===== src/rtl/sound_pkg.sv =====
// sound_pkg: shared types and tables for the sound sequencer.
//   - event_e : event IDs in priority order (0 = highest), EV_NONE = idle marker
//   - state_e : sequencer phases IDLE / NOTE / GAP
//   - TONE_*  : note codes understood by the tone generator (0 = silence)
//   - note_len / note_tone : per-event jingle length and note lookup (max 4 notes)
package sound_pkg;

    typedef enum logic [2:0] {
        EV_HOLE   = 3'd0,
        EV_BALL   = 3'd1,
        EV_BORDER = 3'd2,
        EV_ENTER  = 3'd3,
        EV_KEYY   = 3'd4,
        EV_KEYX   = 3'd5,
        EV_NONE   = 3'd7
    } event_e;

    typedef enum logic [1:0] {
        ST_IDLE = 2'd0,
        ST_NOTE = 2'd1,
        ST_GAP  = 2'd2
    } state_e;

    localparam int NUM_EVENTS = 6;

    localparam logic [3:0] TONE_SILENCE = 4'd0;
    localparam logic [3:0] TONE_C4      = 4'd1;
    localparam logic [3:0] TONE_D4      = 4'd2;
    localparam logic [3:0] TONE_E4      = 4'd3;
    localparam logic [3:0] TONE_G4      = 4'd4;
    localparam logic [3:0] TONE_A4      = 4'd5;
    localparam logic [3:0] TONE_B4      = 4'd6;
    localparam logic [3:0] TONE_C5      = 4'd7;
    localparam logic [3:0] TONE_D5      = 4'd8;
    localparam logic [3:0] TONE_E5      = 4'd9;
    localparam logic [3:0] TONE_G5      = 4'd10;
    localparam logic [3:0] TONE_C6      = 4'd11;

    // Number of notes in each event's jingle.
    function automatic logic [2:0] note_len(input event_e ev);
        case (ev)
            EV_HOLE:   note_len = 3'd4;
            EV_BALL:   note_len = 3'd2;
            EV_BORDER: note_len = 3'd1;
            EV_ENTER:  note_len = 3'd3;
            EV_KEYY:   note_len = 3'd1;
            EV_KEYX:   note_len = 3'd1;
            default:   note_len = 3'd0;
        endcase
    endfunction

    // Note code for position ptr of an event's jingle; silence outside the table.
    function automatic logic [3:0] note_tone(input event_e ev, input logic [1:0] ptr);
        logic [3:0] t;
        t = TONE_SILENCE;
        case (ev)
            EV_HOLE: begin
                case (ptr)
                    2'd0:    t = TONE_C5;
                    2'd1:    t = TONE_E5;
                    2'd2:    t = TONE_G5;
                    2'd3:    t = TONE_C6;
                    default: t = TONE_SILENCE;
                endcase
            end
            EV_BALL: begin
                case (ptr)
                    2'd0:    t = TONE_A4;
                    2'd1:    t = TONE_E5;
                    default: t = TONE_SILENCE;
                endcase
            end
            EV_BORDER: t = (ptr == 2'd0) ? TONE_C4 : TONE_SILENCE;
            EV_ENTER: begin
                case (ptr)
                    2'd0:    t = TONE_G4;
                    2'd1:    t = TONE_B4;
                    2'd2:    t = TONE_D5;
                    default: t = TONE_SILENCE;
                endcase
            end
            EV_KEYY:   t = (ptr == 2'd0) ? TONE_E4 : TONE_SILENCE;
            EV_KEYX:   t = (ptr == 2'd0) ? TONE_D4 : TONE_SILENCE;
            default:   t = TONE_SILENCE;
        endcase
        note_tone = t;
    endfunction

endpackage


===== src/rtl/sound_req_latch.sv =====
// sound_req_latch: rising-edge detection, pending bits and priority encoding
// of the six sound requests.
//   clk, reset   : clock, synchronous active-high reset
//   req_i        : raw request lines, bit index = event ID
//   clr_i        : clear the pending bit of clr_id_i (event being loaded)
//   clr_id_i     : event whose pending bit is cleared
//   win_valid_o  : at least one event is pending
//   win_id_o     : highest-priority pending event (EV_NONE when none)
module sound_req_latch
    import sound_pkg::*;
(
    input  logic                  clk,
    input  logic                  reset,
    input  logic [NUM_EVENTS-1:0] req_i,
    input  logic                  clr_i,
    input  event_e                clr_id_i,
    output logic                  win_valid_o,
    output event_e                win_id_o
);

    logic [NUM_EVENTS-1:0] req_q;
    logic [NUM_EVENTS-1:0] req_d;
    logic [NUM_EVENTS-1:0] pending_q;
    logic [NUM_EVENTS-1:0] pending_d;
    logic [NUM_EVENTS-1:0] clr_mask;

    // Decode the clear request into a one-hot mask.
    always_comb begin
        clr_mask = {NUM_EVENTS{1'b0}};
        if (clr_i) begin
            case (clr_id_i)
                EV_HOLE:   clr_mask[0] = 1'b1;
                EV_BALL:   clr_mask[1] = 1'b1;
                EV_BORDER: clr_mask[2] = 1'b1;
                EV_ENTER:  clr_mask[3] = 1'b1;
                EV_KEYY:   clr_mask[4] = 1'b1;
                EV_KEYX:   clr_mask[5] = 1'b1;
                default:   clr_mask = {NUM_EVENTS{1'b0}};
            endcase
        end else begin
            clr_mask = {NUM_EVENTS{1'b0}};
        end
    end

    // Set on a rising edge (set wins over a same-cycle clear so a retrigger
    // is never lost); an edge on an already pending event is simply absorbed.
    always_comb begin
        req_d     = req_i;
        pending_d = (pending_q & ~clr_mask) | (req_i & ~req_q);
    end

    // Fixed priority: lowest event ID wins.
    always_comb begin
        win_valid_o = |pending_q;
        if (pending_q[0]) begin
            win_id_o = EV_HOLE;
        end else if (pending_q[1]) begin
            win_id_o = EV_BALL;
        end else if (pending_q[2]) begin
            win_id_o = EV_BORDER;
        end else if (pending_q[3]) begin
            win_id_o = EV_ENTER;
        end else if (pending_q[4]) begin
            win_id_o = EV_KEYY;
        end else if (pending_q[5]) begin
            win_id_o = EV_KEYX;
        end else begin
            win_id_o = EV_NONE;
        end
    end

    // Edge and pending registers.
    always_ff @(posedge clk) begin
        if (reset) begin
            req_q     <= {NUM_EVENTS{1'b0}};
            pending_q <= {NUM_EVENTS{1'b0}};
        end else begin
            req_q     <= req_d;
            pending_q <= pending_d;
        end
    end

endmodule


===== src/rtl/sound_sequencer.sv =====
// sound_sequencer: turns game sound requests into timed note sequences.
//   clk, reset                 : clock, synchronous active-high reset
//   *AudioRequest              : six request lines (level or pulse)
//   tone_idx                   : note code to the tone generator, 0 = silence
//   sound_enable               : high while a note sounds
//   busy                       : high in NOTE or GAP
//   playing_event              : event ID being played, 7 when idle
// All outputs are registered, computed from the next-state values so a note
// appears two cycles after its request rises.
module sound_sequencer
    import sound_pkg::*;
#(
    parameter int TICKS_PER_MS = 50000,
    parameter int NOTE_MS      = 80,
    parameter int GAP_MS       = 10
) (
    input  logic       clk,
    input  logic       reset,
    input  logic       keyXAudioRequest,
    input  logic       keyYAudioRequest,
    input  logic       keyEnterAudioRequest,
    input  logic       holeColAudioRequest,
    input  logic       borderColAudioRequest,
    input  logic       ballToBallColAudioRequest,
    output logic [3:0] tone_idx,
    output logic       sound_enable,
    output logic       busy,
    output logic [2:0] playing_event
);

    localparam int NOTE_CYC = NOTE_MS * TICKS_PER_MS;
    localparam int GAP_CYC  = GAP_MS * TICKS_PER_MS;
    localparam int MAX_CYC  = (NOTE_CYC > GAP_CYC) ? NOTE_CYC : GAP_CYC;
    localparam int CNT_W    = $clog2(MAX_CYC) + 1;
    localparam logic [CNT_W-1:0] NOTE_LAST = CNT_W'(NOTE_CYC - 1);
    localparam logic [CNT_W-1:0] GAP_LAST  = CNT_W'(GAP_CYC - 1);
    localparam logic [CNT_W-1:0] CNT_ZERO  = {CNT_W{1'b0}};
    localparam logic [CNT_W-1:0] CNT_ONE   = {{(CNT_W-1){1'b0}}, 1'b1};

    state_e           state_q, state_d;
    event_e           event_q, event_d;
    logic [1:0]       ptr_q, ptr_d;
    logic [CNT_W-1:0] cnt_q, cnt_d;
    logic [3:0]       tone_q, tone_d;
    logic             enable_q, enable_d;
    logic             busy_q, busy_d;
    event_e           pev_q, pev_d;

    logic                  load;
    logic                  preempt;
    logic                  win_valid;
    event_e                win_id;
    logic [NUM_EVENTS-1:0] req_vec;

    assign req_vec = {keyXAudioRequest, keyYAudioRequest, keyEnterAudioRequest,
                      borderColAudioRequest, ballToBallColAudioRequest,
                      holeColAudioRequest};

    sound_req_latch u_req_latch (
        .clk         (clk),
        .reset       (reset),
        .req_i       (req_vec),
        .clr_i       (load),
        .clr_id_i    (win_id),
        .win_valid_o (win_valid),
        .win_id_o    (win_id)
    );

    // Next-state logic: phase timing, note stepping, loading and preemption.
    always_comb begin
        state_d = state_q;
        event_d = event_q;
        ptr_d   = ptr_q;
        cnt_d   = cnt_q + CNT_ONE;
        load    = 1'b0;
        // Only a strictly higher-priority (lower ID) event interrupts.
        preempt = win_valid && (win_id < event_q);
        case (state_q)
            ST_IDLE: begin
                cnt_d = CNT_ZERO;
                if (win_valid) begin
                    load = 1'b1;
                end else begin
                    load = 1'b0;
                end
            end
            ST_NOTE: begin
                if (preempt) begin
                    load = 1'b1;
                end else if (cnt_q == NOTE_LAST) begin
                    state_d = ST_GAP;
                    cnt_d   = CNT_ZERO;
                end else begin
                    state_d = ST_NOTE;
                end
            end
            ST_GAP: begin
                if (preempt) begin
                    load = 1'b1;
                end else if (cnt_q == GAP_LAST) begin
                    if ({1'b0, ptr_q} < (note_len(event_q) - 3'd1)) begin
                        ptr_d   = ptr_q + 2'd1;
                        state_d = ST_NOTE;
                        cnt_d   = CNT_ZERO;
                    end else if (win_valid) begin
                        // Chain straight into the next pending jingle.
                        load = 1'b1;
                    end else begin
                        state_d = ST_IDLE;
                        event_d = EV_NONE;
                        ptr_d   = 2'd0;
                        cnt_d   = CNT_ZERO;
                    end
                end else begin
                    state_d = ST_GAP;
                end
            end
            default: begin
                state_d = ST_IDLE;
                event_d = EV_NONE;
                ptr_d   = 2'd0;
                cnt_d   = CNT_ZERO;
            end
        endcase
        if (load) begin
            state_d = ST_NOTE;
            event_d = win_id;
            ptr_d   = 2'd0;
            cnt_d   = CNT_ZERO;
        end else begin
            // Keep the phase decision made above.
        end
    end

    // Output values derived from the next state so they register in step.
    always_comb begin
        enable_d = (state_d == ST_NOTE);
        busy_d   = (state_d != ST_IDLE);
        tone_d   = enable_d ? note_tone(event_d, ptr_d) : TONE_SILENCE;
        pev_d    = event_d;
    end

    // State, counters and output registers.
    always_ff @(posedge clk) begin
        if (reset) begin
            state_q  <= ST_IDLE;
            event_q  <= EV_NONE;
            ptr_q    <= 2'd0;
            cnt_q    <= CNT_ZERO;
            tone_q   <= TONE_SILENCE;
            enable_q <= 1'b0;
            busy_q   <= 1'b0;
            pev_q    <= EV_NONE;
        end else begin
            state_q  <= state_d;
            event_q  <= event_d;
            ptr_q    <= ptr_d;
            cnt_q    <= cnt_d;
            tone_q   <= tone_d;
            enable_q <= enable_d;
            busy_q   <= busy_d;
            pev_q    <= pev_d;
        end
    end

    assign tone_idx      = tone_q;
    assign sound_enable  = enable_q;
    assign busy          = busy_q;
    assign playing_event = pev_q;

endmodule


===== config.mk =====
export PLATFORM = sky130hd
export DESIGN_NAME = sound_sequencer
export DESIGN_NICKNAME = d
export VERILOG_FILES = /design/src/rtl/sound_pkg.sv /design/src/rtl/sound_req_latch.sv /design/src/rtl/sound_sequencer.sv
export SDC_FILE = /design/constraint.sdc
export NUM_CORES = 1
export LEC_CHECK = 0
export ABC_AREA = 0
export CAP_MARGIN = 20
export CORE_MARGIN = 1
export CORE_UTILIZATION = 55
export CTS_CLUSTER_SIZE = 20
export DETAILED_ROUTE_END_ITERATION = 16
export GPL_TIMING_DRIVEN = 1
export PLACE_DENSITY = 0.72
export SLEW_MARGIN = 0
export SYNTH_ARGS = -nofsm -noshare
export SYNTH_HDL_FRONTEND = slang
export SYNTH_HIERARCHICAL = 1
export SYNTH_SLANG_ARGS = --single-unit

===== constraint.sdc =====
create_clock -name clk -period 3.75 [get_ports clk]
set_clock_uncertainty 0.2 [all_clocks]
set_input_delay 0.5625 -clock clk [delete_from_list [all_inputs] [get_ports clk]]
set_output_delay 0.5625 -clock clk [all_outputs]
set_load 0.02 [all_outputs]

==> results of run 1 <==
worst paths after layout:
| kind | slack, ps | to | from |
|---|---|---|---|
| setup / recovery | 440 | tone_idx[3]$_SDFF_PP0_ | u_req_latch/pending_q[0]$_SDFF_PP0_ |
| hold / removal | 250 | cnt_q[0]$_SDFF_PP0_ | cnt_q[0]$_SDFF_PP0_ |
| setup reg to reg | 440 | tone_idx[3]$_SDFF_PP0_ | u_req_latch/pending_q[0]$_SDFF_PP0_ |
| hold reg to reg | 250 | cnt_q[0]$_SDFF_PP0_ | cnt_q[0]$_SDFF_PP0_ |
metal layers:
metal	part of all wire, %	up-vias	wire [um]	track usage [%]
li1	-	1061	-	-
met4	2.8	0	137	11.3
met1	48	953	2320	27.9
met2	45	47	2160	33.2
met3	4.6	13	224	5.63
met5	0	-	0	0
stage by stage:
step	utilization, %	hold WS (ps)	total power [mW]	cell area, um2	worst slack (ps)
after floorplan	-	218	0.834	2540	598
after global placement	63.0	233	0.932	2760	498
after detailed placement	63.0	242	0.937	2760	503
after CTS	64.8	261	1.23	2840	456
after global routing	64.8	291	1.29	2840	195
final	64.8	254	1.22	2840	436
state kept, by name, summed over array words and instances, names as in the netlist:
signal and cells:
ptr_q 2, busy 1, u_req_latch/pending_q 6, u_req_latch/req_q 6, tone_idx 4, sound_enable 1, playing_event 3, cnt_q 23
state_q 2
cells by family (layout without fill, tap and decap cells):
kind of cell | count (synthesis) | after routing | synth area share [%]
AND/OR/NAND/NOR | 142 | 142 | 33.2
buffers and inverters | 21 | 41 | 3.30
flip-flops | 48 | 48 | 37.9
multiplexers | 2 | 2 | 0.888
XOR/XNOR | 21 | 21 | 7.25
AO/OA/AOI/OAI | 48 | 48 | 13.1
adder cells (fa/ha/maj) | 9 | 9 | 4.44
worst register-to-register path, stage by stage (launching register included):
cell      delay [ps]
dfxtp_1          340
nor4_1           270
buf_4            180
ha_1             270
a21o_1           230
a31oi_1          380
o21ai_0          270
and3_1           270
o221ai_2         300
mux2_2           220
a21oi_1           70
nor4b_2          240
report_power, final:
| group | internal (mW) | switching [mW] |
|---|---|---|
| clock | 0.127 | 0.161 |
| sequential | 0.542 | 0.0193 |
| combinational | 0.158 | 0.209 |
cell usage in the layout, fill, tap and decap left out, types with 3 or more instances in the layout:
cell type	instances
or3_1	3
nand2_1	17
and3_1	4
xnor2_1	8
dfxtp_1	48
nand2b_1	10
clkdlybuf4s50_1	16
nand4_1	8
o21ai_0	10
nand3_1	16
nor2b_1	10
xor2_1	13
inv_1	14
nor4_4	3
ha_1	9
buf_4	4
clkbuf_8	5
nor2_1	45
nand4bb_1	3
nor3_1	7
a21oi_1	13
area by class of cell:
type / instances / area, um2 / area share (%)
Clock inverter: 1 / 5.00 / 0.176
Clock buffer: 6 / 72.6 / 2.56
Timing Repair Buffer: 20 / 190 / 6.70
Multi-Input combinational cell: 222 / 1490 / 52.6
Tap cell: 52 / 65.1 / 2.29
Inverter: 14 / 52.6 / 1.85
Sequential cell: 48 / 961 / 33.8
==> results.sh, run 1 <==
export IMPL_cp_data_arrival_time_ps=3330
export IMPL_dp_cells=356
export IMPL_start_util_pct=57.9
export IMPL_ctsHoldBuffers=0
export IMPL_synth_area_leader_cell="dfxtp_1"
export IMPL_synth_edf_count=0
export IMPL_h_tree_depth=2
export IMPL_hold_path_class="register to register"
export IMPL_fin_setup_tns_ps=0
export IMPL_period_share_pct=88.4
export IMPL_clockBufferDepth=2
export IMPL_post_drt_wl_per_cell_um=13.3
export IMPL_status="finished, final reports clean"
export IMPL_setup_violations=0
export IMPL_dr_total_vias=2074
export IMPL_grt_max_degree=24
export IMPL_insertion_delay_ps=300
export IMPL_io_buffers=16
export IMPL_ioPinCount=17
export IMPL_cts_tree="built"
export IMPL_cts_buffers_inserted=5
export IMPL_end_kind="register"
export IMPL_dp_hpwl_um=3530
export IMPL_crit_required_ps=3770
export IMPL_drt_vias_per_instance=5.71
export IMPL_clock_sinks=48
export IMPL_die_area_um2=4890
export IMPL_synthArstFlopShare_pct=0
export IMPL_crit_path_top_delay_cell="a31oi_1"
export IMPL_cts_root_buf="clkbuf_8"
export IMPL_hold_path_depth=1
export IMPL_cap_viol_max_count=0
export IMPL_synthTopCellsByArea="dfxtp_1, nor2_1, xor2_1"
export IMPL_grt_pass1_wl_um=8560
export IMPL_syn_avg_cell_area_um2=8.72
export IMPL_row_count=24
export IMPL_yosysSeqAreaShare_pct=37.9
export IMPL_synth_top_cell_area_share_pct=37.9
export IMPL_fillCellCount=402
export IMPL_reg2reg_depth=11
export IMPL_first_pass_iters=4
export IMPL_rsz0062_at_grt="no"
export IMPL_synth_distinct_cells=55
export IMPL_first_global_vias=1979
export IMPL_die_height_um=69.9
export IMPL_antenna_found_initial=0
export IMPL_layout_cells_non_filler=363
export IMPL_worstSetupPathType="register to register"
export IMPL_n_antenna_cell=0
export IMPL_ys_seq_elements=48
export IMPL_grtUsageTotal_pct=21.7
export IMPL_post_cts_setup_buffer_count=0
export IMPL_die_w_um=69.9
export IMPL_grt_overflow_total=0
export IMPL_clk_pin_slew_ps=80
export IMPL_drcViolationCount=0
export IMPL_ys_top_cells_by_count="dfxtp_1, nor2_1, nand2_1, nand3_1, inv_1"
export IMPL_path_depth=11
export IMPL_syn_num_nets=308
export IMPL_core_area_um2=4380
export IMPL_period_needed_ps=3310
export IMPL_critPathLaunchType="register"
export IMPL_dr_first_iter_drc_count=130
export IMPL_synth_flop_cell="dfxtp_1"
export IMPL_cp_max_fo=6
export IMPL_final_nets=328
export IMPL_slew_violations=0
export IMPL_synth_most_common_cell="dfxtp_1"
export IMPL_powerDensity_nw_per_um2=428
export IMPL_synth_area_um2=2540
export IMPL_max_freq_mhz=302
export IMPL_ir_drop_mv=0.270
export IMPL_worstPathBufferInverterCount=1
export IMPL_critPathTopFamily="compound AO/OA/AOI/OAI gates"
export IMPL_cts_resized=0
export IMPL_slew_headroom_pct=54.4
export IMPL_ys_warn_count=6
export IMPL_worstMarginPinSlew_ps=682
export IMPL_area_delta_synth_final_pct=11.9
export IMPL_drive_gt1_share_pct=8.04
export IMPL_ant_nets=0
export IMPL_routed_wl_um=4850
export IMPL_p_leak_nw=1.05
export IMPL_netlist_instances=291
export IMPL_crit_chain="nor4_1, buf_4, ha_1, a21o_1, a31oi_1, o21ai_0, and3_1, o221ai_2, mux2_2, a21oi_1, nor4b_2"
export IMPL_final_hold_viol_count=0
export IMPL_critPathMaxStageDelay_ps=380
export IMPL_globalplace_congestion=0.860
No activity file was read; power rests on OpenSTA's default activity.
==> run 2, diff against run 1 <==
Settings changed: CORE_ASPECT_RATIO set to 2.
==> results.sh, run 2 (synthesis results as in run 1) <==
export IMPL_status="finished, final reports clean"
export IMPL_clock_sinks=48
export IMPL_worstMarginPinSlew_ps=560
export IMPL_period_needed_ps=3360
export IMPL_setup_violations=0
export IMPL_r2r_start="u_req_latch/pending_q[4]$_SDFF_PP0_"
export IMPL_slew_violations=0
export IMPL_globalplace_congestion=0.907
export IMPL_r2r_end="tone_idx[3]$_SDFF_PP0_"
export IMPL_die_height_um=98.1
export IMPL_cts_buffers_inserted=5
export IMPL_ir_drop_mv=0.361
export IMPL_first_pass_iters=4
export IMPL_n_antenna_cell=0
export IMPL_io_buffers=16
export IMPL_layout_commonest_cell="dfxtp_1"
export IMPL_clk_pin_slew_ps=90
export IMPL_area_delta_synth_final_pct=13.0
export IMPL_die_area_um2=4910
export IMPL_cts_tree="built"
export IMPL_whs_ps=254
export IMPL_core_area_um2=4380
export IMPL_h_tree_depth=2
export IMPL_layout_common_cells="dfxtp_1, nor2_1, nand2_1"
export IMPL_critPathTopFamily="simple AND/OR/NAND/NOR gates"
export IMPL_worst_hold_path_endpoint="cnt_q[0]$_SDFF_PP0_"
export IMPL_cp_data_arrival_time_ps=3380
export IMPL_layout_cells_non_filler=368
export IMPL_period_share_pct=89.6
export IMPL_dp_cells=360
export IMPL_crit_required_ps=3770
export IMPL_end_kind="register"
export IMPL_reg2reg_depth=11
export IMPL_ant_nets=0
export IMPL_rsz0062_at_grt="no"
export IMPL_worstPathBufferInverterCount=0
export IMPL_cts_root_buf="clkbuf_8"
export IMPL_antenna_found_initial=0
export IMPL_largest_register="cnt_q"
export IMPL_cp_max_fo=6
export IMPL_routed_wl_um=5280
export IMPL_hold_path_depth=1
export IMPL_p_leak_nw=1.06
export IMPL_ioPinCount=17
export IMPL_grt_max_degree=24
export IMPL_dr_total_vias=2087
export IMPL_path_common_cell="nor3_1"
export IMPL_post_drt_wl_per_cell_um=14.3
export IMPL_drive_gt1_share_pct=9.24
export IMPL_reg_top3="cnt_q (23), u_req_latch/pending_q (6), u_req_latch/req_q (6)"
export IMPL_row_count=34
export IMPL_cts_resized=0
export IMPL_slew_headroom_pct=62.6
export IMPL_regArea_um2=961
export IMPL_die_w_um=50.0
export IMPL_grt_pass1_wl_um=8960
export IMPL_hold_path_class="register to register"
export IMPL_insertion_delay_ps=300
export IMPL_worstSetupPathType="register to register"
export IMPL_rrSetupSlack_ps=390
export IMPL_crit_chain="nor2_1, nor3_1, nor3_1, ha_1, a31oi_1, o21ai_0, and3_1, o221ai_2, mux2_2, a21oi_1, nor4b_2"
export IMPL_finalPower_mw=1.24
export IMPL_drcViolationCount=0
export IMPL_fillCellCount=389
export IMPL_post_cts_setup_buffer_count=0
export IMPL_grtUsageTotal_pct=23.5
export IMPL_critPathMaxStageDelay_ps=430
export IMPL_fin_setup_tns_ps=0
export IMPL_cap_viol_max_count=0
export IMPL_ctsHoldBuffers=0
export IMPL_multi_input_area_um2=1490
export IMPL_grt_overflow_total=0
export IMPL_start_util_pct=57.9
export IMPL_critPathLaunchType="register"
export IMPL_largest_reg_flops=23
export IMPL_dr_first_iter_drc_count=38
export IMPL_max_freq_mhz=297
export IMPL_min_delay_start="cnt_q[0]$_SDFF_PP0_"
export IMPL_dp_hpwl_um=4050
export IMPL_first_global_vias=2036
export IMPL_powerDensity_nw_per_um2=431
export IMPL_final_nets=330
export IMPL_drt_vias_per_instance=5.67
export IMPL_clockBufferDepth=2
export IMPL_postLayoutCoreUtil_pct=65.4
export IMPL_crit_path_top_delay_cell="nor3_1"
export IMPL_final_hold_viol_count=0
==> run 2: cell count changes in the layout (fill, tap and decap cells not counted) <==
cell,change
clkinv_4,+1
clkbuf_1,-1
buf_4,+2
clkinv_2,+1
==> run 2: how the worst max path moves through the flow <==
stage | depth (start not counted) | from | slack (ps) | end
2_1_floorplan | 10 | u_req_latch/pending_q[0]$_SDFF_PP0_ | 600 | tone_idx[3]$_SDFF_PP0_
3_3_place_gp | 11 | u_req_latch/pending_q[4]$_SDFF_PP0_ | 480 | tone_idx[3]$_SDFF_PP0_
3_5_place_dp | 11 | u_req_latch/pending_q[4]$_SDFF_PP0_ | 460 | tone_idx[3]$_SDFF_PP0_
4_1_cts | 11 | u_req_latch/pending_q[4]$_SDFF_PP0_ | 430 | tone_idx[3]$_SDFF_PP0_
5_1_grt | 11 | u_req_latch/pending_q[4]$_SDFF_PP0_ | 70 | tone_idx[3]$_SDFF_PP0_
6_report | 11 | u_req_latch/pending_q[4]$_SDFF_PP0_ | 390 | tone_idx[3]$_SDFF_PP0_
==> run 2: per-layer routing <==
| layer | routed length (um) | vias to the layer above | GRT usage, % |
|---|---|---|---|
| met4 | 156 | 0 | 13.2 |
| met2 | 2980 | 27 | 44.0 |
| met5 | 0 | - | 0 |
| met3 | 97 | 13 | 3.58 |
| met1 | 2050 | 981 | 23.1 |
| li1 | - | 1066 | - |
==> run 2: through the flow <==
stage | area (um2) | setup WS [ps]
2_1_floorplan | 2540 | 598
3_3_place_gp | 2780 | 476
3_5_place_dp | 2780 | 464
4_1_cts | 2870 | 433
5_1_grt | 2870 | 65.4
6_report | 2870 | 388
==> run 2: where the power goes <==
group          switching [mW]  leakage [nW]  total [mW]  internal, mW
Sequential             0.0193         0.392       0.561         0.542
Combinational           0.215         0.622       0.375         0.160
Clock                   0.170        0.0479       0.300         0.130
==> run 2: worst register-to-register path: cells and delay by family, from the launching register on <==
family	cells	cell delay (ps)
compound gates	4	1010
fa+ha+maj	1	370
simple gates	5	1150
mux	1	220
flops	1	330
==> run 2: final cells by class <==
class	instances	share of cell area (%)
repair buffers	22	7.16
clock inverters	3	0.655
well taps	54	2.36
flip-flops and latches	48	33.5
inverters	14	1.83
multi-input cells	222	52.1
clock buffers	5	2.40
